### src/rtl/request_issue_stage.sv
`default_nettype none
// ============================================================================
// Module   : request_issue_stage
// Purpose  : Two-entry issue buffer driving the request/valid/ack handshake,
//            with a sticky stall watchdog and a wrapping issue counter.
// Revision : 1.0 - initial release
// ============================================================================
module request_issue_stage #(
   parameter int SINGLE_ENTRY_WIDTH_IN_BITS = 32,
   parameter int TIMEOUT_CYCLES             = 64,
   parameter int COUNTER_WIDTH_IN_BITS      = 32
) (
   input  logic                                  clk_in,
   input  logic                                  reset_in,
   input  logic [SINGLE_ENTRY_WIDTH_IN_BITS-1:0] request_in,
   input  logic                                  request_valid_in,
   output logic                                  issue_ack_out,
   output logic [SINGLE_ENTRY_WIDTH_IN_BITS-1:0] request_out,
   output logic                                  request_valid_out,
   input  logic                                  issue_ack_in,
   output logic                                  is_empty_out,
   output logic                                  is_full_out,
   output logic                                  timeout_out,
   output logic [COUNTER_WIDTH_IN_BITS-1:0]      issued_count_out
);

   localparam logic [15:0] c_timeout = 16'(TIMEOUT_CYCLES);

   typedef enum logic [1:0] {
      ST_EMPTY = 2'd0,
      ST_ONE   = 2'd1,
      ST_TWO   = 2'd2
   } state_t;

   state_t                                r_state;
   state_t                                w_state_next;
   logic [SINGLE_ENTRY_WIDTH_IN_BITS-1:0] r_head;
   logic [SINGLE_ENTRY_WIDTH_IN_BITS-1:0] r_tail;
   logic [SINGLE_ENTRY_WIDTH_IN_BITS-1:0] w_head_next;
   logic [SINGLE_ENTRY_WIDTH_IN_BITS-1:0] w_tail_next;
   logic [15:0]                           r_stall_count;
   logic                                  r_timeout;
   logic [COUNTER_WIDTH_IN_BITS-1:0]      r_issued_count;
   logic                                  w_push;
   logic                                  w_pop;
   logic                                  w_stalled;

   // Handshake outputs decode registered state only; no path from request_valid_in.
   assign issue_ack_out     = (r_state != ST_TWO);
   assign request_valid_out = (r_state != ST_EMPTY);
   assign is_empty_out      = (r_state == ST_EMPTY);
   assign is_full_out       = (r_state == ST_TWO);
   assign request_out       = r_head;
   assign timeout_out       = r_timeout;
   assign issued_count_out  = r_issued_count;

   assign w_push    = request_valid_in && issue_ack_out;
   assign w_pop     = request_valid_out && issue_ack_in;
   assign w_stalled = request_valid_out && !issue_ack_in;

   always_ff @(posedge clk_in or negedge reset_in) begin
      if (!reset_in) begin
         r_state <= ST_EMPTY;
         r_head  <= '0;
         r_tail  <= '0;
      end else begin
         r_state <= w_state_next;
         r_head  <= w_head_next;
         r_tail  <= w_tail_next;
      end
   end

   always_comb begin
      w_state_next = r_state;
      w_head_next  = r_head;
      w_tail_next  = r_tail;
      case (r_state)
         ST_EMPTY: begin
            if (w_push) begin
               w_state_next = ST_ONE;
               w_head_next  = request_in;
            end
         end
         ST_ONE: begin
            if (w_push && w_pop) begin
               w_head_next = request_in;
            end else if (w_push) begin
               w_state_next = ST_TWO;
               w_tail_next  = request_in;
            end else if (w_pop) begin
               w_state_next = ST_EMPTY;
            end
         end
         ST_TWO: begin
            if (w_pop) begin
               w_state_next = ST_ONE;
               w_head_next  = r_tail;
            end
         end
         default: begin
            w_state_next = ST_EMPTY;
         end
      endcase
   end

   // Stall counter saturates at the threshold; the flag stays set until reset.
   always_ff @(posedge clk_in or negedge reset_in) begin
      if (!reset_in) begin
         r_stall_count <= '0;
         r_timeout     <= 1'b0;
      end else begin
         if (w_pop || (r_state == ST_EMPTY)) begin
            r_stall_count <= '0;
         end else if (w_stalled && (r_stall_count != c_timeout)) begin
            r_stall_count <= r_stall_count + 16'd1;
         end
         if (w_stalled && (r_stall_count == (c_timeout - 16'd1))) begin
            r_timeout <= 1'b1;
         end
      end
   end

   always_ff @(posedge clk_in or negedge reset_in) begin
      if (!reset_in) begin
         r_issued_count <= '0;
      end else if (w_pop) begin
         r_issued_count <= r_issued_count + 1'b1;
      end
   end

endmodule
`default_nettype wire

### config.mk
export PLATFORM = sky130hd
export DESIGN_NAME = request_issue_stage
export DESIGN_NICKNAME = d
export VERILOG_FILES = /design/src/rtl/request_issue_stage.sv
export SDC_FILE = /design/constraint.sdc
export NUM_CORES = 1
export LEC_CHECK = 0
export BUFFER_PORTS_ARGS = -buffer_cell sky130_fd_sc_hd__buf_2
export CELL_PAD_IN_SITES_DETAIL_PLACEMENT = 1
export CELL_PAD_IN_SITES_GLOBAL_PLACEMENT = 1
export CORE_UTILIZATION = 33
export DETAILED_ROUTE_END_ITERATION = 10
export PLACE_DENSITY_LB_ADDON = 0.1
export SLEW_MARGIN = 15
export SYNTH_ARGS = -nofsm -noshare
export SYNTH_HDL_FRONTEND = slang
export SYNTH_SLANG_ARGS = --single-unit
### constraint.sdc
create_clock -name clk_in -period 1.7 [get_ports clk_in]
set_clock_uncertainty 0.1 [all_clocks]
set_input_delay 0.17 -clock clk_in [delete_from_list [all_inputs] [get_ports clk_in]]
set_output_delay 0.17 -clock clk_in [all_outputs]
set_load 0.02 [all_outputs]
==> results_dict.tcl <==
set metrics [dict create \
    combPwrFrac_pct 23.5 \
    worstSetupPathType "flop to flop" \
    clkLatencyLatePin_ns 0.42 \
    relSlewSlack_pct 79.0 \
    timing.rr.start "r_stall_count[7]$_DFFE_PN0P_" \
    postSynthAreaPerCell_sq_um 11.6 \
    reg2reg_setup_slack_ns -0.12 \
    start_util_pct 33.8 \
    drv_cap 0 \
    ios 105 \
    p_per_area_nw_per_um2 1240 \
    syn_nets 480 \
    postLayoutCellArea_sq_um 7440 \
    worstMarginPinSlew_ns 0.315 \
    sw_frac_of_total_pct 29.4 \
    netlist_area_sq_um 5110 \
    drc 0 \
    synth_area_leaders "dfrtp_1, mux2_1, mux2i_1" \
    die_h_um 126 \
    failed_checks "setup timing" \
    worstPathRequired_ns 1.92 \
    ff2ff_path_depth 3 \
    drt_pre_antenna_iters 4 \
    rsz0062_at_grt "yes" \
    rr_endpoint "timeout_out$_DFFE_PN0P_" \
    placed_cell_area_sq_um 6150 \
    antenna_found_initial 0 \
    clkTransAtPathRegs_ns 0.05 \
    path_cells "or4_4 > or4_4 > o41ai_2" \
    finalCriticalPeriod_ns 1.82 \
    portBuffers 104 \
    crit_cells 3 \
    gr-total-overflow 0 \
    synth_edf_count 0 \
    hp-class "input port to asynchronous set/reset pin" \
    critPathArrivalTime_ns 2.04 \
    grt_first_pass_wirelength_um 21900 \
    ys_types 42 \
    final_cell_mix "dfrtp_1, buf_2, nor2_1, buf_4" \
    final_util_pct 49.1 \
    wl_um 13900 \
    gp_congestion 0.769 \
    drive_gt1_share_pct 35.9 \
    vdd_drop_max_mv 0.771 \
    syn_to_final_growth_pct 45.4 \
    pwr-share-seq_pct 40.0 \
    via_per_inst 4.95 \
    coreArea_sq_um 15100 \
    critPathMostFrequentCell "or4_4" \
    numCtsBuffers 17 \
    drt-initial-drc-count 150 \
    rows 45 \
    netlist.area_leader.share_pct 56.3 \
    routedWlPerCell_um 16.7 \
    hold_viol 0 \
    critPathSlowestCell "or4_4" \
    clock.fmax_mhz 549 \
    die_area_sq_um 16000 \
    hpwl_um 8370 \
    cts_buffer_depth 2 \
    n_antenna_cell 0 \
    yosys_warnings 0 \
    total_leakage_power_nw 3.38 \
    critPathCaptureType "flop" \
    final_common_cell "dfrtp_1" \
    status "complete, but fails checks" \
    fin_ws_ns -0.122 \
    synth_cells 441 \
    synth_ff_type "dfrtp_1" \
    synth-seq-cells 115 \
    grt_pass1_vias 4245 \
    startpoint_type "flop" \
    cts_tree "built" \
    ys_async_sr_fraction_pct 100 \
    layout.nets 671 \
    internal_power_mw 6.53 \
    grt_max_degree 64 \
    setup_viol 9 \
    slew_viol_final 0 \
    h-tree-depth 4 \
    cts-root-buf "clkbuf_16" \
    cp_num_buf_inv 0 \
    dieWidth_um 126 \
    p_switching_mw 2.72 \
    numClockSinks 115 \
    synth_area_leader_cell "dfrtp_1" \
    critPathMaxStageDelay_ns 0.56 \
    ys_seq_area_share_pct 56.3 \
    crit_family "simple AND/OR/NAND/NOR gates" \
    vias 4114 \
    finalCritPeriodShare_pct 107 \
    grt_usage_pct 17.8 \
    cp_max_fo 2 \
    drtAntennaViolNets 0 \
    clockPowerShare_pct 36.5 \
]
-- worst register-to-register path: cells and delay by family (launching register included) --
| family | cells | cell delay, ns |
|---|---|---|
| flops | 1 | 0.38 |
| compound gates | 1 | 0.20 |
| simple gates | 2 | 1.05 |
-- registers in the layout, indices dropped and copies added, names as in the netlist --
name / cells
issued_count_out: 32
r_tail: 32
request_out: 32
r_stall_count: 16
r_state: 2
timeout_out: 1
-- cells by family (layout without fill, tap and decap cells) --
logic type | after synthesis | after routing | synth area share (%)
AO/OA/AOI/OAI | 43 | 43 | 4.82
XOR/XNOR | 43 | 43 | 7.36
adder cells (fa/ha/maj) | 3 | 3 | 0.734
buffers and inverters | 31 | 233 | 2.57
flip-flops | 115 | 115 | 56.3
multiplexers | 66 | 66 | 13.7
AND/OR/NAND/NOR | 140 | 140 | 14.5
-- worst max-delay path by stage --
stage	start	end	slack, ns
finish	r_stall_count[7]$_DFFE_PN0P_	timeout_out$_DFFE_PN0P_	-0.12
global placement	r_stall_count[9]$_DFFE_PN0P_	timeout_out$_DFFE_PN0P_	-0.1
floorplan	r_stall_count[9]$_DFFE_PN0P_	timeout_out$_DFFE_PN0P_	-0.09
detailed placement	r_stall_count[9]$_DFFE_PN0P_	timeout_out$_DFFE_PN0P_	-0.12
CTS	r_stall_count[7]$_DFFE_PN0P_	timeout_out$_DFFE_PN0P_	-0.12
global route	r_stall_count[7]$_DFFE_PN0P_	timeout_out$_DFFE_PN0P_	-0.17
-- per-stage QoR --
stage | hold WS, ns | worst slack [ns] | TNS, ns | instances | total power [mW]
5_1_grt | 0.0594 | -0.172 | -3.02 | 831 | 9.74
2_1_floorplan | -0.226 | -0.0938 | -0.133 | 441 | 4.75
3_5_place_dp | -0.0507 | -0.117 | -0.346 | 743 | 5.50
6_report | 0.0529 | -0.122 | -0.318 | 831 | 9.25
3_3_place_gp | -0.0544 | -0.0968 | -0.243 | 743 | 5.40
4_1_cts | 0.0436 | -0.123 | -0.333 | 814 | 9.05
-- synth_stat cells (2+ instances only) --
cell and n:
clkbuf_1 10, dfrtp_1 115, and3_1 4, a21oi_1 36
xor2_1 14, ha_1 3, buf_2 12, nand3_1 16
nor2b_1 3, nor3_1 3, nor2_1 52, nand4_1 20
or2_1 2, inv_1 7, and4_1 4, xnor2_1 29
or4_4 2, or4_1 2, nor3b_1 2, nand4b_1 2
nand2_1 17, mux2i_1 34, or3_1 2, mux2_1 32
-- per-layer routing --
layer / share of wire (%) / routed length, um / GRT usage [%]
met5: 0 / 0 / 0
met4: 1.6 / 221 / 7.73
met1: 46 / 6360 / 22.3
met3: 3.7 / 509 / 5.06
met2: 49 / 6770 / 28.6
-- what timing repair did --
| action | 4_1_cts | 5_1_grt |
|---|---|---|
| gates cloned | 0 | 4 |
| pin swaps | 3 | 12 |
| hold endpoints to repair | 181 | 0 |
| setup endpoints to repair | 11 | 38 |
| hold buffers | 35 | 0 |
| setup buffers | 6 | 14 |
| resized for setup | 11 | 41 |
-- power by group through the flow --
stage	registers [mW]	clock network [mW]	logic (mW)
final	3.70	3.38	2.18
after CTS	3.69	3.48	1.88
after detailed placement	3.73	0	1.77
after global routing	3.77	3.59	2.38
after global placement	3.68	0	1.72
after floorplan	3.99	0	0.761
-- area by class of cell --
class                   count  area, sq um
clock buffers              25          505
repair buffers            195         1470
inverters                   8         32.5
fillers                  1617         7710
well taps                 188          235
clock inverters             5         50.0
flip-flops and latches    115         2890
multi-input cells         295         2260
Note: power is estimated with default switching activity, not from simulation.
